--- src/rtl/lsb_mem_responder.sv ---
// lsb_mem_responder: serialises LSB load/store requests into byte accesses on an 8-bit RAM/IO bus
// Ports: clk_in/rst_in (async high) clock and reset; rdy_in global enable; rob_clear flush;
//   need_data/is_write/data_addr/data_in/work_type LSB request; data_handle accept pulse;
//   data_ready/data_out extended load result; mem_din/mem_dout/mem_a/mem_wr byte bus;
//   io_buffer_full stalls IO-region writes.
module lsb_mem_responder #(
  parameter int          ADDR_W = 32,
  parameter logic [1:0]  IO_SEL = 2'b11
) (
  input  logic              clk_in,
  input  logic              rst_in,
  input  logic              rdy_in,
  input  logic              rob_clear,
  input  logic              need_data,
  input  logic              is_write,
  input  logic [ADDR_W-1:0] data_addr,
  input  logic [31:0]       data_in,
  input  logic [2:0]        work_type,
  output logic              data_handle,
  output logic              data_ready,
  output logic [31:0]       data_out,
  input  logic [7:0]        mem_din,
  output logic [7:0]        mem_dout,
  output logic [ADDR_W-1:0] mem_a,
  output logic              mem_wr,
  input  logic              io_buffer_full
);
  typedef enum logic [1:0] {IDLE, READ, WRITE} state_t;
  state_t state, state_nx;
  logic [ADDR_W-1:0] addr;
  logic [31:0] data, raw, ext;
  logic [2:0] kind, cnt, nb;
  logic [2:0][7:0] b;
  logic io_stall, last_rd, last_wr, accept;
  assign nb = kind[1] ? 3'd4 : kind[0] ? 3'd2 : 3'd1;
  assign io_stall = state == WRITE && addr[17:16] == IO_SEL && io_buffer_full;
  // cnt runs one past the last address in READ: the final byte arrives a cycle after it is addressed
  assign last_rd = state == READ && cnt == nb;
  assign last_wr = state == WRITE && !io_stall && cnt == nb - 3'd1;
  assign accept = (state == IDLE || last_rd || last_wr) && need_data && !rob_clear;
  assign mem_a = addr + ADDR_W'(cnt);
  assign mem_dout = data[{cnt[1:0], 3'b000} +: 8];
  assign mem_wr = state == WRITE && !io_stall && rdy_in;
  assign raw = nb == 3'd4 ? {mem_din, b[2], b[1], b[0]} : nb == 3'd2 ? {16'b0, mem_din, b[0]} : {24'b0, mem_din};
  assign ext = kind[1] ? raw : kind[0] ? {{16{raw[15] & ~kind[2]}}, raw[15:0]} : {{24{raw[7] & ~kind[2]}}, raw[7:0]};
  always_comb begin
    state_nx = state;
    if (accept) state_nx = is_write ? WRITE : READ;
    else if ((state == READ && (rob_clear || last_rd)) || last_wr) state_nx = IDLE;
  end
  always_ff @(posedge clk_in or posedge rst_in)
    if (rst_in) state <= IDLE;
    else if (rdy_in) state <= state_nx;
  always_ff @(posedge clk_in or posedge rst_in)
    if (rst_in) begin
      cnt <= '0;
      addr <= '0;
      data <= '0;
      kind <= '0;
      b <= '0;
      data_handle <= 1'b0;
      data_ready <= 1'b0;
      data_out <= '0;
    end else if (rdy_in) begin
      cnt <= (accept || state_nx == IDLE) ? 3'd0 : (state == READ || (state == WRITE && !io_stall)) ? cnt + 3'd1 : cnt;
      data_handle <= accept;
      data_ready <= last_rd && !rob_clear;
      if (last_rd && !rob_clear) data_out <= ext;
      if (state == READ && cnt != 3'd0 && cnt != 3'd4) b[cnt[1:0] - 2'd1] <= mem_din;
      if (accept) begin
        addr <= data_addr;
        data <= data_in;
        kind <= work_type;
      end
    end
endmodule

--- config.mk ---
export PLATFORM = sky130hd
export DESIGN_NAME = lsb_mem_responder
export DESIGN_NICKNAME = d
export VERILOG_FILES = /design/src/rtl/lsb_mem_responder.sv
export SDC_FILE = /design/constraint.sdc
export NUM_CORES = 1
export LEC_CHECK = 0
export CAP_MARGIN = 10
export CORE_ASPECT_RATIO = 1.2
export CORE_MARGIN = 5
export CORE_UTILIZATION = 45
export DETAILED_ROUTE_END_ITERATION = 12
export PLACE_DENSITY = 0.81
export SYNTH_ARGS = -nofsm -noshare
export SYNTH_HDL_FRONTEND = slang
export SYNTH_SLANG_ARGS = --single-unit
--- constraint.sdc ---
create_clock -name clk_in -period 4.1 [get_ports clk_in]
set_input_delay 0.82 -clock clk_in [delete_from_list [all_inputs] [get_ports clk_in]]
set_output_delay 0.82 -clock clk_in [all_outputs]
set_load 0.005 [all_outputs]
==> impl_metrics.toml <==
[logic_synthesis]
ys_seq_area_share_pct = 52.4
synthTopCellsByArea = "dfrtp_1, mux2_2, nand2_1"
post-synth-top-count-cell = "dfrtp_1"
synth_top_area_share_pct = 52.4
synthCells = 515
yosys-top-cells-count = "dfrtp_1, mux2_2, nand2_1"
ys_ff_latch = 130
synth-edff-count = 0
synthFlopType = "dfrtp_1"
yosysTopAreaCell = "dfrtp_1"
ys_types = 52
syn_area_per_cell_sq_um = 12.1
yosysWarnings = 0
async_reset_ff_share_pct = 100
syn-cell-area_sq_um = 6210
syn_nets = 606

[timing]
worst_pin_slew_ns = 1.05
setup_viol = 0
slew_violations = 0
slew_headroom_pct = 29.5
whs_ns = 0.476
fmax_ghz = 0.256
post-route-period-util_pct = 95.3
rsz0062_at_grt = "false"
final.setup.tns_ns = 0
clock_skew_ns = 0.00599
finalHoldViolations = 0
period_needed_ns = 3.91

[drt]
drcViolationCount = 0
drt_first_pass_iters = 4
drt_wl_total_um = 15200
wl_per_cell_um = 17.8
drt-vias-per-instance = 5.40
drtAntennaViolNets = 0
drtIter0Drc = 352
vias = 4628

[cts]
clk_latency_ns = 0.41
cts-htree-levels = 4
numClockSinks = 130
clk_pin_slew_ns = 0.06
cts_buffers = 17
postCtsSetupBuffers = 0
clock_path_buffers = 2
root_buffer = "clkbuf_16"
cts_hold_buf = 0
cts_tree = "built"
cts_resized = 0

[grt]
grt_max_degree = 92
gr-total-overflow = 0
grt_pass1_vias = 4837
antenna_found_initial = 0
grtUsageTotal_pct = 19.3
grt_pass1_wl_um = 24500

[floorplanning]
num_io_pins = 157
rows = 47
start_util_pct = 45.5
die_w_um = 117
core_area_sq_um = 13600
die_h_um = 139
die-area_sq_um = 16300

[status]
status = "finished, final reports clean"

[power_and_ir_drop]
p_total_mw = 5.80
peakVddDrop_mv = 0.348
leakagePower_nw = 3.59
powerDensity_nw_per_um2 = 683

[placed_design]
gp_congestion = 0.853
post-dp-hpwl_um = 10900
dpl.cell_count = 826
port_buffers = 156

[run]
drv_cap = 0

[setup_path]
start_kind = "register"
critPathRequiredTime_ns = 3.28
cp-end-kind = "primary output"
path_class = "reg2out"
crit_fanout = 10
critPathArrivalTime_ns = 3.09

[layout]
multi_input_area_sq_um = 2810
fin_cells = 857
post_route_cells_drive_above_1_share_pct = 20.7
utilization_pct = 62.2
nets = 765
n_antenna_cell = 0
nFillCells = 1080
seq_area_sq_um = 3250
area_delta_synth_final_pct = 36.7

[min_path]
min_path_type = "reg2reg"
==> worst max-delay path: stages, from the launching register on <==
cell and delay (ns):
dfrtp_2 0.47, ha_1 0.37, or2_2 0.13, o211ai_1 0.09
buf_4 0.18, or4_4 0.58, nor2_1 0.13, xor2_1 0.18
clkdlybuf4s50_1 0.54
==> area by class of cell <==
type,count,share of cell area (%)
clock buffers,26,5.88
clock inverters,5,0.324
multi-input cells,349,33.1
flip-flops and latches,130,38.4
well taps,171,2.52
inverters,12,0.575
repair buffers,164,19.3
==> registers in the layout, indices dropped and copies added, names as in the netlist, 2 cells and up <==
name and flops:
addr 32, b 24, cnt 3, data 32, data_out 32, kind 3
state 2
==> logic make-up (layout without fill, tap and decap cells) <==
| family | count (synthesis) | in the layout | synth area share [%] |
|---|---|---|---|
| xor+xnor | 30 | 30 | 4.23 |
| buf+inv | 36 | 207 | 3.04 |
| fa+ha+maj | 9 | 9 | 1.93 |
| compound gates | 80 | 80 | 7.56 |
| flops | 130 | 130 | 52.4 |
| simple gates | 119 | 119 | 9.45 |
| mux | 111 | 111 | 21.4 |
==> power breakdown <==
| part | switching (mW) | leakage, nW | internal, mW |
|---|---|---|---|
| sequential | 0.413 | 1.67 | 1.79 |
| combinational | 0.859 | 1.66 | 1.39 |
| clock | 0.524 | 0.260 | 0.829 |
==> metrics by stage <==
step / setup WS (ns) / area (sq um)
after detailed placement: 0.461 / 7930
after global placement: 0.542 / 7930
after global routing: 0.00661 / 8490
after CTS: 0.0109 / 8460
final: 0.192 / 8490
after floorplan: 0.701 / 6210
==> routing by layer <==
layer	GRT usage, %	vias to the layer above	part of all wire, %
li1	-	2147	-
met1	22.7	2287	39
met2	31.9	161	51
met3	5.46	33	6.6
met4	9.36	0	3.5
met5	0	-	0
==> layout by cell type (no fill, tap or decap), types with 4 or more instances in the layout <==
cell and count:
ha_1 8, clkdlybuf4s50_1 156, a221oi_1 4, mux4_2 8
mux2_1 8, clkbuf_8 4, mux2i_1 9, clkbuf_1 5
nor2_1 16, and3_1 4, mux2_2 86, xnor2_1 19
clkbuf_16 17, a21oi_1 21, nand2b_1 4, inv_1 11
nand2_1 54, o21ai_0 39, buf_4 7, xor2_1 11
nand3_1 8, nand4_1 5, dfrtp_1 129, clkinv_2 4
==> path summary, 6_finish.rpt <==
check	from	end	slack [ns]	cells after the start
worst max-delay path	cnt[2]	mem_a[27]	0.19	8
min in group asynchronous	rst_in	data[24]	0.95	2
worst min register to register	data_out[0]	data_out[0]	0.48	2
max in group asynchronous	rst_in	cnt[2]	2.21	3
worst min-delay path	data_out[0]	data_out[0]	0.48	2
worst max register to register	cnt[0]	data[7]	1.28	7
(Power assumes the default switching activity.)
